## config.mk

```make
export PLATFORM = sky130hd
export DESIGN_NAME = serial_receiver5_flat
export DESIGN_NICKNAME = d
export VERILOG_FILES = /design/src/rtl/serial_link_pkg.sv /design/src/rtl/serial_receiver5_if.sv /design/src/rtl/shiftregister_sipo_right.sv /design/src/rtl/serial_receiver5.sv /design/src/flat_wrapper.sv
export SDC_FILE = /design/constraint.sdc
export NUM_CORES = 1
export LEC_CHECK = 0
export CORE_MARGIN = 2
export CORE_UTILIZATION = 46
export CTS_CLUSTER_SIZE = 16
export DETAILED_ROUTE_END_ITERATION = 8
export PLACE_DENSITY = 0.75
export SYNTH_ARGS = -nofsm -noshare
export SYNTH_HDL_FRONTEND = slang
export SYNTH_HIERARCHICAL = 1
export SYNTH_SLANG_ARGS = --single-unit
```

## constraint.sdc

```tcl
create_clock -name clockpulse -period 3.4 [get_ports clockpulse]
set_input_delay 0.85 -clock clockpulse [delete_from_list [all_inputs] [get_ports clockpulse]]
set_output_delay 0.85 -clock clockpulse [all_outputs]
set_load 0.02 [all_outputs]
```

## src/rtl/serial_link_pkg.sv

```systemverilog
// Constants shared by both ends of the 5-bit serial link.
// The FSM state encodings and the line levels are the same ones the transmitter uses.
package serial_link_pkg;
    localparam logic [1:0] ST_IDLE = 2'd0;
    localparam logic [1:0] ST_DATA = 2'd1;
    localparam logic [1:0] ST_STOP = 2'd2;

    localparam logic LINE_IDLE = 1'b1;
    localparam logic START_BIT = 1'b0;
    localparam logic STOP_BIT  = 1'b1;
endpackage

```

## src/rtl/serial_receiver5_if.sv

```systemverilog
// Line-side and consumer-side signals of the serial receiver.
// The master is the line/consumer side, and the slave is the receiver.
interface serial_receiver5_if #(
    parameter int unsigned WIDTH = 5
);
    logic             serial_input;
    logic             bit_enable;
    logic             data_ack;
    logic [WIDTH-1:0] parallel_data;
    logic             data_valid;
    logic             framing_error;
    logic             overrun_error;
    logic             busy;

    modport master (
        output serial_input, bit_enable, data_ack,
        input  parallel_data, data_valid, framing_error, overrun_error, busy
    );

    modport slave (
        input  serial_input, bit_enable, data_ack,
        output parallel_data, data_valid, framing_error, overrun_error, busy
    );
endinterface

```

## src/rtl/shiftregister_sipo_right.sv

```systemverilog
// Serial-in, parallel-out right shifter: each new bit enters the MSB.
// After WIDTH shifts, bit0 holds the first bit that was received.
module shiftregister_sipo_right #(
    parameter int unsigned WIDTH = 5
) (
    input  logic             clockpulse,
    input  logic             clear_,
    input  logic             shift_enable,
    input  logic             serial_input,
    output logic [WIDTH-1:0] parallel_out
);
    always_ff @(posedge clockpulse) begin
        if (!clear_)
            parallel_out <= '0;
        else if (shift_enable)
            parallel_out <= {serial_input, parallel_out[WIDTH-1:1]};
    end
endmodule

```

## src/rtl/serial_receiver5.sv

```systemverilog
// Receive end of the serial link: start/data/stop framing FSM, bit counter,
// output holding register, and one-cycle framing/overrun pulses.
module serial_receiver5
    import serial_link_pkg::*;
#(
    parameter int unsigned WIDTH = 5
) (
    input logic               clockpulse,
    input logic               clear_,
    serial_receiver5_if.slave link
);
    localparam int unsigned CW = $clog2(WIDTH + 1);

    logic [1:0]       state;
    logic [CW-1:0]    bit_count;
    logic [WIDTH-1:0] shift_word;
    logic [WIDTH-1:0] hold_word;
    logic             valid_q;
    logic             framing_q;
    logic             overrun_q;
    logic             shift_en;

    assign shift_en = link.bit_enable && (state == ST_DATA);

    shiftregister_sipo_right #(.WIDTH(WIDTH)) u_shift (
        .clockpulse   (clockpulse),
        .clear_       (clear_),
        .shift_enable (shift_en),
        .serial_input (link.serial_input),
        .parallel_out (shift_word)
    );

    always_ff @(posedge clockpulse) begin
        if (!clear_) begin
            state     <= ST_IDLE;
            bit_count <= '0;
            hold_word <= '0;
            valid_q   <= 1'b0;
            framing_q <= 1'b0;
            overrun_q <= 1'b0;
        end else begin
            framing_q <= 1'b0;
            overrun_q <= 1'b0;
            // The ack clear comes first so that a load on the same edge can override it.
            if (link.data_ack && valid_q)
                valid_q <= 1'b0;
            if (link.bit_enable) begin
                case (state)
                    ST_IDLE: begin
                        if (link.serial_input == START_BIT) begin
                            state     <= ST_DATA;
                            bit_count <= '0;
                        end
                    end
                    ST_DATA: begin
                        bit_count <= bit_count + 1'b1;
                        if (bit_count == CW'(WIDTH - 1))
                            state <= ST_STOP;
                    end
                    ST_STOP: begin
                        state <= ST_IDLE;
                        if (link.serial_input == STOP_BIT) begin
                            if (!valid_q || link.data_ack) begin
                                hold_word <= shift_word;
                                valid_q   <= 1'b1;
                            end else begin
                                overrun_q <= 1'b1;
                            end
                        end else begin
                            framing_q <= 1'b1;
                        end
                    end
                    default: state <= ST_IDLE;
                endcase
            end
        end
    end

    assign link.parallel_data = hold_word;
    assign link.data_valid    = valid_q;
    assign link.framing_error = framing_q;
    assign link.overrun_error = overrun_q;
    assign link.busy          = (state != ST_IDLE);
endmodule

```

## src/flat_wrapper.sv

```systemverilog
// flat-port wrapper written by rule: the top's interface ports become plain ports
module serial_receiver5_flat import serial_link_pkg::*;
#(
    parameter int unsigned WIDTH = 5
)
  (clockpulse, clear_, link_serial_input, link_bit_enable, link_data_ack, link_parallel_data, link_data_valid, link_framing_error, link_overrun_error, link_busy);
  serial_receiver5_if #(.WIDTH(WIDTH)) link_i ();
  input logic clockpulse;
  input logic clear_;
  input wire logic [$bits(link_i.serial_input)-1:0] link_serial_input;
  input wire logic [$bits(link_i.bit_enable)-1:0] link_bit_enable;
  input wire logic [$bits(link_i.data_ack)-1:0] link_data_ack;
  output wire logic [$bits(link_i.parallel_data)-1:0] link_parallel_data;
  output wire logic [$bits(link_i.data_valid)-1:0] link_data_valid;
  output wire logic [$bits(link_i.framing_error)-1:0] link_framing_error;
  output wire logic [$bits(link_i.overrun_error)-1:0] link_overrun_error;
  output wire logic [$bits(link_i.busy)-1:0] link_busy;
  assign link_i.serial_input = link_serial_input;
  assign link_i.bit_enable = link_bit_enable;
  assign link_i.data_ack = link_data_ack;
  assign link_parallel_data = link_i.parallel_data;
  assign link_data_valid = link_i.data_valid;
  assign link_framing_error = link_i.framing_error;
  assign link_overrun_error = link_i.overrun_error;
  assign link_busy = link_i.busy;
  serial_receiver5 #(.WIDTH(WIDTH)) u_core (.clockpulse(clockpulse), .clear_(clear_), .link(link_i));
endmodule
```

After elaboration in Yosys (flattened, before gate mapping). Cells that the tools add are included.

Add/sub/neg operators: 1. Equal/unequal tests: 5. Mux-type cells: 12. Reductions and logical operators: 12.

Operator list (number): 3-bit AND reduction (3); 4-bit AND reduction (2); 1-bit two-way mux (7); 3-bit case mux with 2 select lines (1); 2-bit two-way mux (2); 2-bit != test, second input constant (2); 2-bit case mux with 2 select lines (1); 2-bit nonzero test (2); 3-bit by 1-bit adder with 3-bit output, second input constant (1); 3-bit equality test, second input constant (1); 3-bit two-way mux (1); 2-bit by 1-bit equality test with 1-bit output, second input constant (1); 2-bit equality test, second input constant (1); 1-bit logical AND (2); 2-bit logical NOT (1); 1-bit logical NOT (1); 1-bit logical OR (1).

Bits in registers: 18. Output and inout bits: 9. Logic and storage cells: 37.

Longest topological paths before layout. Gate-level depths: netlist (run 1).

Depth in word-level cells: 6. Depth in mapped cells: 5. Gate-level depth less buffers: 5.

By module. Netlist (run 1), hierarchy kept.

By module, submodules not included: serial_receiver5 (instances 1, cells each 67, area each 606.8 sq um); shiftregister_sipo_right (instances 1, cells each 16, area each 192.7 sq um).

Worst setup path after synthesis (run 1). OpenSTA, ideal clock, no wires.

Path kind: register to output. Start: register u_core.state[1]. End: output port link_busy. Data arrival time: 695 ps. Data required time: 2550 ps. Slack: 1855 ps. Cell stages (with the launch flop): 2. Buffers on the path: 0. Cell sequence: dfxtp_1 or2_2.

Longest elaborated chain between the ends: 1.

Ends and longest elaborated chain: start: declaration (RTL line serial_receiver5.sv:14) `logic [1:0] state;`; start signal: assignment (RTL line serial_receiver5.sv:35) `state <= ST_IDLE;`; start signal: assignment (RTL line serial_receiver5.sv:51) `state <= ST_DATA;`; start signal: assignment (RTL line serial_receiver5.sv:58) `state <= ST_STOP;`; 2-bit nonzero test (RTL line serial_receiver5.sv:83) `assign link.busy = (state != ST_IDLE);`; end: declaration (RTL line flat_wrapper.sv:17) `output wire logic [$bits(link_i.busy)-1:0] link_busy;`.

No other way between the ends.

Worst setup path in the final report (run 1).
Start: register u_core.state[0]. End: output port link_busy.

Same word-level chain as after synthesis.

==> results of run 1 <==
## tightest hold or removal path, delay by kind of cell, from the launching register on
family | cells | cell delay, ns
DFF | 1 | 0.32
and+or+nand+nor | 1 | 0.05
muxes | 1 | 0.05
## registers in the layout, indices dropped and copies added, names as in the netlist
register and count:
u_core/bit_count 3, u_core/link.data_valid 1, u_core/link.framing_error 1, u_core/link.overrun_error 1, u_core/link.parallel_data 5, u_core/state 2, u_core/u_shift/parallel_out 5
## per-stage QoR
stage,total power [µW],worst slack [ns],hold WS [ns],util (%),area [µm²]
3_3_place_gp,249,1.13,0.446,55.7,930
4_1_cts,352,1.02,0.468,57.0,952
3_5_place_dp,250,1.11,0.455,55.7,930
6_report,346,1.02,0.461,57.0,952
5_1_grt,360,0.960,0.486,57.0,952
2_1_floorplan,240,1.85,0.437,-,800
## worst paths after layout
kind | start | endpoint | slack, ns | cells past startpoint
worst max-delay path | u_core/state[0] | link_busy | 1.02 | 2
worst min-delay path | u_core/link.parallel_data[1] | u_core/link.parallel_data[1] | 0.46 | 2
worst max register to register | u_core/state[0] | u_core/u_shift/parallel_out[2] | 2.07 | 3
worst min register to register | u_core/link.parallel_data[1] | u_core/link.parallel_data[1] | 0.46 | 2
## routing by layer
layer	up-vias	routed length, µm
li1	305	-
met1	267	630
met2	10	581
met4	0	14
met3	2	39
met5	-	0
## kinds of logic (layout without fill, tap and decap cells)
| kind of cell | after synthesis | count (layout) | share of synthesized area, % |
|---|---|---|---|
| buf+inv | 6 | 19 | 4.07 |
| flops | 18 | 18 | 45.1 |
| simple gates | 36 | 36 | 26.1 |
| mux | 10 | 10 | 12.5 |
| fa+ha+maj | 2 | 2 | 3.13 |
| compound gates | 11 | 11 | 9.08 |
## final cells by class
class                   instances  share of cell area (%)
inverters                       3                    1.18
clock buffers                   3                    2.37
flip-flops and latches         18                    37.8
well taps                      17                    2.23
repair buffers                 13                    13.7
multi-input cells              59                    42.7
## power groups by stage
stage / combinational (µW) / clock (µW) / sequential (µW)
2_1_floorplan: 19.3 / 0 / 221
3_3_place_gp: 28.0 / 0 / 221
3_5_place_dp: 28.6 / 0 / 221
4_1_cts: 28.8 / 107 / 217
5_1_grt: 30.7 / 112 / 217
6_report: 28.3 / 100 / 217
## cell usage in the layout (no fill, tap or decap)
cell type        Yosys  routed
clkbuf_4             0       3
and3b_1              1       1
nand2_1             14      14
nor4bb_1             1       1
or2_2                1       1
nor2_4               1       1
o21a_1               1       1
nor2b_1              9       9
mux2i_1             10      10
inv_1                3       3
ha_1                 2       2
o21ai_0              3       3
nand2b_1             3       3
o21ai_1              1       1
dfxtp_1             18      18
nor3_1               1       1
clkdlybuf4s50_1      0      13
nor2_1               3       3
nand3_1              1       1
nand4b_4             1       1
a21boi_1             5       5
o211ai_1             1       1
==> results by group, run 1 <==
Outcome
  • Outcome: completed

Worst setup path
  • Buf/Inv on CP: 1
  • CP startpoint kind: flop
  • CP Max Fanout: 9
  • Critical path, cell by cell: or2_2 -> clkdlybuf4s50_1
  • Critical Path RT: 2.55 ns
  • Cell family with most CP delay: buffers and inverters
  • Crit-path slowest cell: clkdlybuf4s50_1
  • WP data arrival: 1.53 ns
  • Max incr delay on CP: 0.59 ns
  • WS Path Type: flop to output pin
  • Critical Path Sink Type: output pin

Floorplan
  • Die Height: 45.7 µm
  • Initial Utilization: 47.9%
  • IO Pins: 14
  • Die width: 45.7 µm
  • Row Count: 15
  • Area of the die: 2090 µm²
  • Core footprint: 1670 µm²

STA
  • Least-Margin Pin Slew: 0.660 ns
  • Unrepaired setup endpoints after global routing: false
  • Final hold vios: 0
  • Final Max Slew Viols: 0
  • Final setup fails: 0
  • Worst Skew: 0.000833 ns
  • Final TNS setup: 0 ns
  • Slew HR: 55.9%
  • Period utilization: 70.0%
  • Fmax: 420 MHz
  • Crit path time final: 2.38 ns

Global routing
  • All-Layer GR Usage: 13.1%
  • First-pass GRT wire length: 1970 µm
  • Total gr overflow: 0
  • Vias in the first global route: 486
  • Initial antenna violation count: 0
  • GR peak layer: met2
  • Largest net degree at the start of global routing: 24
  • GRT met2 Usage: 20.0%
  • Global-route track usage on met3: 2.38%
  • Met1 usage: 16.9%

Yosys
  • EDFF count, synth: 0
  • Mean post-synth cell area: 9.63 µm²
  • Synth top area share: 45.1%
  • Synth warn: 6
  • Post-synth net total: 90
  • Most common flop cell mapped by yosys: dfxtp_1
  • Synth top cells by count: 18 x dfxtp_1, 14 x nand2_1, 10 x mux2i_1, 9 x nor2b_1, 5 x a21boi_1
  • Seq/Total Area, Yosys: 45.1%
  • Async set-reset flop share out of synthesis: 0%
  • Synth Register Bits: 18
  • Yosys top cell by area: dfxtp_1
  • Synthesized area: 800 µm²
  • Synth top area cells: dfxtp_1 45%, mux2i_1 13%, nor2b_1 7.0%
  • Yosys cell types: 22
  • Top-count cell post-synth: dfxtp_1
  • Cell count after synthesis: 83

Clock network
  • Clk_lat worst skew: 0.28 ns
  • CTS Buffer Depth: 2
  • Setup bufs post-CTS: 0
  • CTS Buf Count: 3
  • CTS sink count: 18
  • Resized cells post-CTS: 0
  • CTS Hold Bufs: 0
  • Clock slew at reported path FFs: 0.09 ns
  • Clock root buffer: clkbuf_4
  • H-tree levels: 1
  • CTS tree: done

Worst hold path
  • Class of the worst hold path: flop to flop

Drt
  • WL final: 1260 µm
  • Initial drt markers: 8
  • Vias: 584
  • DRT antenna net count: 0
  • Vias/cell: 5.17
  • Remaining DRCs: 0
  • TritonRoute pass-1 iters: 4
  • Wire per inst: 11.2 µm

Final layout
  • ANT cells: 0
  • Register area: 360 µm²
  • Finished Layout Cells: 113
  • Filler Cells Inserted: 162
  • Multi-input logic area: 407 µm²
  • Area Growth Syn to Fin: 19.1%
  • Layout cells sized above 1: 6.25%
  • NumNets Final: 105

Place
  • Routability cong.: 0.734
  • I/O Buffers: 13
  • Total placed cells including tap cells: 110
  • DP Wirelength: 944 µm

Pwr
  • Sw Ratio: 22.1%
  • Seq pwr share: 62.7%
  • LEAKAGE: 0.000339 µW
  • Internal Pwr Total: 269 µW
  • Gate power share: 8.2%
  • Maximum vdd drop: 0.198 mV
  • Clk network pwr share: 29.1%
  • PD cells: 363 nW/µm²
  • Psw: 76.5 µW

Flow run
  • Max cap viols: 0
Note: power is estimated with default switching activity, not from simulation.
==> inputs of run 2 (changes only) <==
==> constraint.sdc (replaced) <==
create_clock -name clockpulse -period 2.21 [get_ports clockpulse]
set_input_delay 0.5525 -clock clockpulse [delete_from_list [all_inputs] [get_ports clockpulse]]
set_output_delay 0.5525 -clock clockpulse [all_outputs]
set_load 0.02 [all_outputs]
==> run 2 against run 1 <==
Net effect:
- critical path depth unchanged
- sequential share of layout area decreased by 1.1 points
- sequential power increased by 53%
- die area unchanged
- clock skew increased by 0.0028 ns
- utilization increased by 1.7 points
- register-to-register slack got worse by 1.2 ns
- worst setup slack got worse by 0.89 ns
- critical path type unchanged
- largest cell class unchanged
- largest power group unchanged
==> results by group, run 2 (same netlist as run 1, synthesis figures left out) <==
STA
  • Setup ws final: 0.128 ns
  • Worst Skew: 0.00364 ns
  • Crit path time final: 2.08 ns
  • Final hold vios: 0
  • Final Max Slew Viols: 0
  • Hold slack final: 0.461 ns
  • Least-Margin Pin Slew: 0.338 ns
  • Unrepaired setup endpoints after global routing: false
  • Final setup fails: 0
  • Slew HR: 77.5%
  • Final TNS setup: 0 ns
  • Fmax: 480 MHz
  • Period utilization: 94.2%

Clock network
  • H-tree levels: 1
  • Clock slew at reported path FFs: 0.10 ns
  • Setup bufs post-CTS: 0
  • CTS Buffer Depth: 2
  • Clk_lat worst skew: 0.28 ns
  • CTS sink count: 18
  • CTS Hold Bufs: 0
  • Clock root buffer: clkbuf_4
  • CTS Buf Count: 3
  • CTS tree: done
  • Resized cells post-CTS: 0

Worst setup path
  • Worst R2R Setup Slack: 0.89 ns
  • Critical Path Sink Type: output pin
  • Crit path launch: u_core/state[1]
  • FF-to-FF End: u_core/u_shift/parallel_out[3]
  • Cell family with most CP delay: buffers and inverters
  • Reg2Reg Depth: 3
  • Max incr delay on CP: 0.53 ns
  • CP Depth: 2
  • WS Path Type: flop to output pin
  • Buf/Inv on CP: 1
  • CP Capture Point: link_busy
  • Critical Path RT: 1.66 ns
  • CP Max Fanout: 6
  • RR Startpoint: u_core/state[0]
  • WP data arrival: 1.53 ns
  • Critical path, cell by cell: or2_2 -> clkdlybuf4s50_1
  • Crit-path slowest cell: clkdlybuf4s50_1
  • CP startpoint kind: flop

Flow run
  • Max cap viols: 0

Floorplan
  • Initial Utilization: 47.9%
  • IO Pins: 14
  • Core footprint: 1670 µm²
  • Row Count: 15
  • Die Height: 45.7 µm
  • Die width: 45.7 µm
  • Area of the die: 2090 µm²

Drt
  • Vias: 604
  • Initial drt markers: 11
  • DRT antenna net count: 0
  • WL final: 1390 µm
  • Vias/cell: 5.21
  • Wire per inst: 12.0 µm
  • Remaining DRCs: 0
  • TritonRoute pass-1 iters: 4

Pwr
  • PD cells: 584 nW/µm²
  • Final Power: 573 µW
  • LEAKAGE: 0.000355 µW
  • Maximum vdd drop: 0.322 mV

Outcome
  • Outcome: completed

Worst hold path
  • Class of the worst hold path: flop to flop
  • Hold Path Stages: 2

Global routing
  • Met1 usage: 19.8%
  • Largest net degree at the start of global routing: 24
  • GR peak layer: met2
  • All-Layer GR Usage: 16.7%
  • First-pass GRT wire length: 2420 µm
  • Global-route track usage on met3: 4.76%
  • GRT met2 Usage: 26.5%
  • Initial antenna violation count: 0
  • Vias in the first global route: 574
  • Total gr overflow: 0

Place
  • I/O Buffers: 13
  • Routability cong.: 0.749
  • Worst slack, placed: 0.302 ns
  • DP Wirelength: 1030 µm
  • Total placed cells including tap cells: 112

Final layout
  • ANT cells: 0
  • Layout cells sized above 1: 9.09%
  • Finished Layout Cells: 116
  • NumNets Final: 107
  • Area Growth Syn to Fin: 22.7%
  • Most common cell after layout, fill and taps aside: dfxtp_1
  • Most frequent cells in the layout: 18 x dfxtp_1, 14 x nand2_1, 13 x clkdlybuf4s50_1, 10 x mux2i_1, 9 x nor2b_1
run 2: cell count changes in the layout (fill, tap and decap cells not counted):
cell	change
buf_4	+2
clkbuf_8	+1
run 2: layout make-up:
| type | instances | area (µm²) |
|---|---|---|
| fill | 145 | 689 |
| multi-input combinational | 59 | 407 |
| sequential | 18 | 360 |
| timing repair buffer | 15 | 145 |
| clock buffer | 4 | 36.3 |
| tap | 17 | 21.3 |
| inverter | 3 | 11.3 |
run 2: worst min-delay path: stages (launching register included):
cell     delay [ns]
dfxtp_1        0.32
nand2_1        0.05
mux2i_1        0.05
run 2: worst min path at each step:
stage                              startpoint                      endpoint  slack, ns
2_1_floorplan  u_core/u_shift/parallel_out[0]  u_core/link.parallel_data[0]       0.44
3_3_place_gp     u_core/link.parallel_data[1]  u_core/link.parallel_data[1]       0.45
3_5_place_dp     u_core/link.parallel_data[1]  u_core/link.parallel_data[1]       0.45
4_1_cts          u_core/link.parallel_data[1]  u_core/link.parallel_data[1]       0.47
5_1_grt          u_core/link.parallel_data[0]  u_core/link.parallel_data[0]       0.49
6_report         u_core/link.parallel_data[1]  u_core/link.parallel_data[1]       0.46
run 2: where the power goes:
group | switching, µW | leakage, µW | internal, µW
combinational | 21.6 | 0.000189 | 24.7
clock | 93.4 | 0.0000210 | 100
sequential | 5.33 | 0.000145 | 328
run 2: metal layers:
layer  part of all wire [%]  routed length [µm]
met1                     46                 642
met2                     51                 707
met3                    3.2                  44
met4                      0                   0
met5                      0                   0
run 2: through the flow:
step,area [µm²],util [%]
5_1_grt,981,58.7
6_report,981,58.7
3_5_place_dp,945,56.6
3_3_place_gp,945,56.6
2_1_floorplan,800,-
4_1_cts,981,58.7
==> edit (settings of run 1) <==
`WIDTH` is set to 5 in 4 places; all go to 7.
--- a/src/rtl/serial_receiver5_if.sv
+++ b/src/rtl/serial_receiver5_if.sv
@@ -2,5 +2,5 @@
 // The master is the line/consumer side, and the slave is the receiver.
 interface serial_receiver5_if #(
-    parameter int unsigned WIDTH = 5
+    parameter int unsigned WIDTH = 7
 );
     logic             serial_input;
--- a/src/rtl/shiftregister_sipo_right.sv
+++ b/src/rtl/shiftregister_sipo_right.sv
@@ -2,5 +2,5 @@
 // After WIDTH shifts, bit0 holds the first bit that was received.
 module shiftregister_sipo_right #(
-    parameter int unsigned WIDTH = 5
+    parameter int unsigned WIDTH = 7
 ) (
     input  logic             clockpulse,
--- a/src/rtl/serial_receiver5.sv
+++ b/src/rtl/serial_receiver5.sv
@@ -4,5 +4,5 @@
     import serial_link_pkg::*;
 #(
-    parameter int unsigned WIDTH = 5
+    parameter int unsigned WIDTH = 7
 ) (
     input logic               clockpulse,
--- a/src/flat_wrapper.sv
+++ b/src/flat_wrapper.sv
@@ -2,5 +2,5 @@
 module serial_receiver5_flat import serial_link_pkg::*;
 #(
-    parameter int unsigned WIDTH = 5
+    parameter int unsigned WIDTH = 7
 )
   (clockpulse, clear_, link_serial_input, link_bit_enable, link_data_ack, link_parallel_data, link_data_valid, link_framing_error, link_overrun_error, link_busy);
Interface: changed (resized link_parallel_data); port bits go from 14 to 16. The function was not compared with the original's and may differ.
==> edit against run 1 <==
  * Area after synthesis increased by 18%
  * Critical endpoint unchanged
  * Worst setup slack worse by 0.012 ns
  * Final area up 21%
  * Power increased by 40%
  * Sequential cell count up 4
  * Sequential share of layout area rose by 0.25 points
  * Global-route usage rose by 2.0 points
  * Wire length increased by 23%
  * Count of clock-buffer cells in the layout stayed put
==> edit: results (changes against run 1) <==
----------------------------------------------------
[Worst setup path]
  Crit path max-delay family ... buffers and inverters (unchanged)
  Crit path capture ... link_busy (unchanged)
  FF-to-FF Start ... u_core/state[1]$_SDFFE_PN0P_ (was u_core/state[0]$_SDFFE_PN0P_)
  RR Endpoint ... u_core/link.parallel_data[5]$_SDFFE_PN0P_ (was u_core/u_shift/parallel_out[2]$_SDFFE_PN0P_)
  Number of cell instances on the worst register-to-register path ... 3 (unchanged)
  Largest incremental delay on the critical path ... 0.53 ns (was 0.59 ns)
  Launch point of the worst path ... u_core/state[0]$_SDFFE_PN0P_ (unchanged)

[Cells and area]
  Final layout net count ... 120 (was 105)
  Fraction of layout cells with a size suffix above 1 ... 7.14% (was 6.25%)

[Synthesis]
  Share of the yosys chip area belonging to registers ... 46.7% (was 45.1%)
  Warning count from the yosys run ... 6 (unchanged)
  Synth area leaders ... sky130_fd_sc_hd__dfxtp_1 (47%), sky130_fd_sc_hd__mux2i_1 (15%), sky130_fd_sc_hd__nand2_1 (6.8%) (was sky130_fd_sc_hd__dfxtp_1 (45%), sky130_fd_sc_hd__mux2i_1 (13%), sky130_fd_sc_hd__nor2b_1 (7.0%))
  Synth top cells by count ... sky130_fd_sc_hd__dfxtp_1 (22), sky130_fd_sc_hd__nand2_1 (17), sky130_fd_sc_hd__mux2i_1 (14), sky130_fd_sc_hd__nor2b_1 (9), sky130_fd_sc_hd__inv_1 (5) (was sky130_fd_sc_hd__dfxtp_1 (18), sky130_fd_sc_hd__nand2_1 (14), sky130_fd_sc_hd__mux2i_1 (10), sky130_fd_sc_hd__nor2b_1 (9), sky130_fd_sc_hd__a21boi_1 (5))
  Synthesized net count ... 104 (was 90)
  Top FF cell, synth ... sky130_fd_sc_hd__dfxtp_1 (unchanged)
  Number of distinct library cell variants in the gate-level netlist after synthesis ... 26 (was 22)

[Placed design]
  Placer's final routability congestion estimate ... 0.790 (was 0.734)
  Count of input and output buffers ... 15 (was 13)
  DPL Wire Length ... 1.06 mm (was 944 µm)

[CTS]
  Master cell of the clock root buffer ... sky130_fd_sc_hd__clkbuf_4 (unchanged)
  Number of H-tree branching levels ... 1 (unchanged)
  Resize count post-CTS ... 0 (unchanged)
  Worst-path clk slew ... 0.12 ns (was 0.09 ns)
  Clock network latency to the later pin of the worst-skew pair ... 0.30 ns (was 0.28 ns)

[Drt]
  Iteration-0 DRC Markers ... 12 (was 8)
  WL/cell ... 11.2 µm (about the same)
  Vias per Instance ... 4.82 (was 5.17)

[Global routing]
  Total GRT Usage ... 15.2% (was 13.1%)
  Vias in the first global route ... 610 (was 486)
  First-pass GRT wire length ... 2.77 mm (was 1.97 mm)
  Pin count of the biggest net entering global routing ... 30 (was 24)

[Run status]
  Run status ... complete, no violations (unchanged)

[Timing]
  Relative slew margins ... 46.1% (was 55.9%)
  Clock tree skew after final layout ... 0.00173 ns (was 0.000833 ns)

[Power and ir drop]
  Standby leakage power ... 0.000382 µW (was 0.000339 µW)
  Max VDD drop ... 0.214 mV (was 0.198 mV)

----------------------------------------------------
-- edit: area by class of cell --
| cell class | instances | area [µm²] |
|---|---|---|
| repair buffers | 15 | 150 |
| flip-flops and latches | 22 | 440 |
| fillers | 183 | 786 |
| multi-input cells | 66 | 460 |
| inverters | 5 | 18.8 |
| well taps | 27 | 33.8 |
| clock buffers | 3 | 22.5 |
| clock inverters | 1 | 30.0 |
-- edit: cell families (layout without fill, tap and decap cells) --
family	count (synthesis)	in the layout	synth area share [%]
fa+ha+maj	2	2	2.65
simple gates	39	39	23.7
buf+inv	9	24	4.51
mux	14	14	14.9
flops	22	22	46.7
compound gates	11	11	7.56
-- edit: stage by stage --
stage / std cells / power, µW / hold slack [ns] / setup WS, ns / area (µm²)
6_report: 139 / 484 / 0.466 / 1.01 / 1160
2_1_floorplan: 97 / 284 / 0.437 / 1.80 / 943
3_3_place_gp: 135 / 294 / 0.443 / 1.12 / 1100
3_5_place_dp: 135 / 295 / 0.447 / 1.08 / 1100
5_1_grt: 139 / 512 / 0.487 / 0.915 / 1160
4_1_cts: 139 / 492 / 0.467 / 0.993 / 1160
-- edit: routing by layer --
layer  track usage (%)  vias to the layer above  wire length, µm
li1                  -                      357                -
met1              21.3                      297              772
met2              20.9                       14              705
met3              2.76                        2               52
met4              10.0                        0               27
met5                 0                        -                0
-- edit: worst min-delay path by stage --
stage | startpoint | end | slack (ns)
after floorplan | u_core/u_shift/parallel_out[0]$_SDFFE_PN0P_ | u_core/link.parallel_data[0]$_SDFFE_PN0P_ | 0.44
after global placement | u_core/link.parallel_data[0]$_SDFFE_PN0P_ | u_core/link.parallel_data[0]$_SDFFE_PN0P_ | 0.44
after detailed placement | u_core/link.parallel_data[3]$_SDFFE_PN0P_ | u_core/link.parallel_data[3]$_SDFFE_PN0P_ | 0.45
after CTS | u_core/link.parallel_data[6]$_SDFFE_PN0P_ | u_core/link.parallel_data[6]$_SDFFE_PN0P_ | 0.47
after global routing | u_core/link.parallel_data[3]$_SDFFE_PN0P_ | u_core/link.parallel_data[3]$_SDFFE_PN0P_ | 0.49
final | u_core/link.parallel_data[3]$_SDFFE_PN0P_ | u_core/link.parallel_data[3]$_SDFFE_PN0P_ | 0.47
-- edit: report_power, final --
group	total, µW	leakage [µW]	internal [µW]	switching [µW]
Sequential	262	0.000177	260	2.42
Combinational	26.9	0.000177	13.3	13.7
Clock	195	0.0000279	119	76.2
Total	484	0.000382	392	92.3
-- edit: tightest hold or removal path, stage by stage, from the launching register on --
cell and delay, ns:
sky130_fd_sc_hd__dfxtp_1 0.33, sky130_fd_sc_hd__nand2_1 0.05, sky130_fd_sc_hd__mux2i_1 0.05
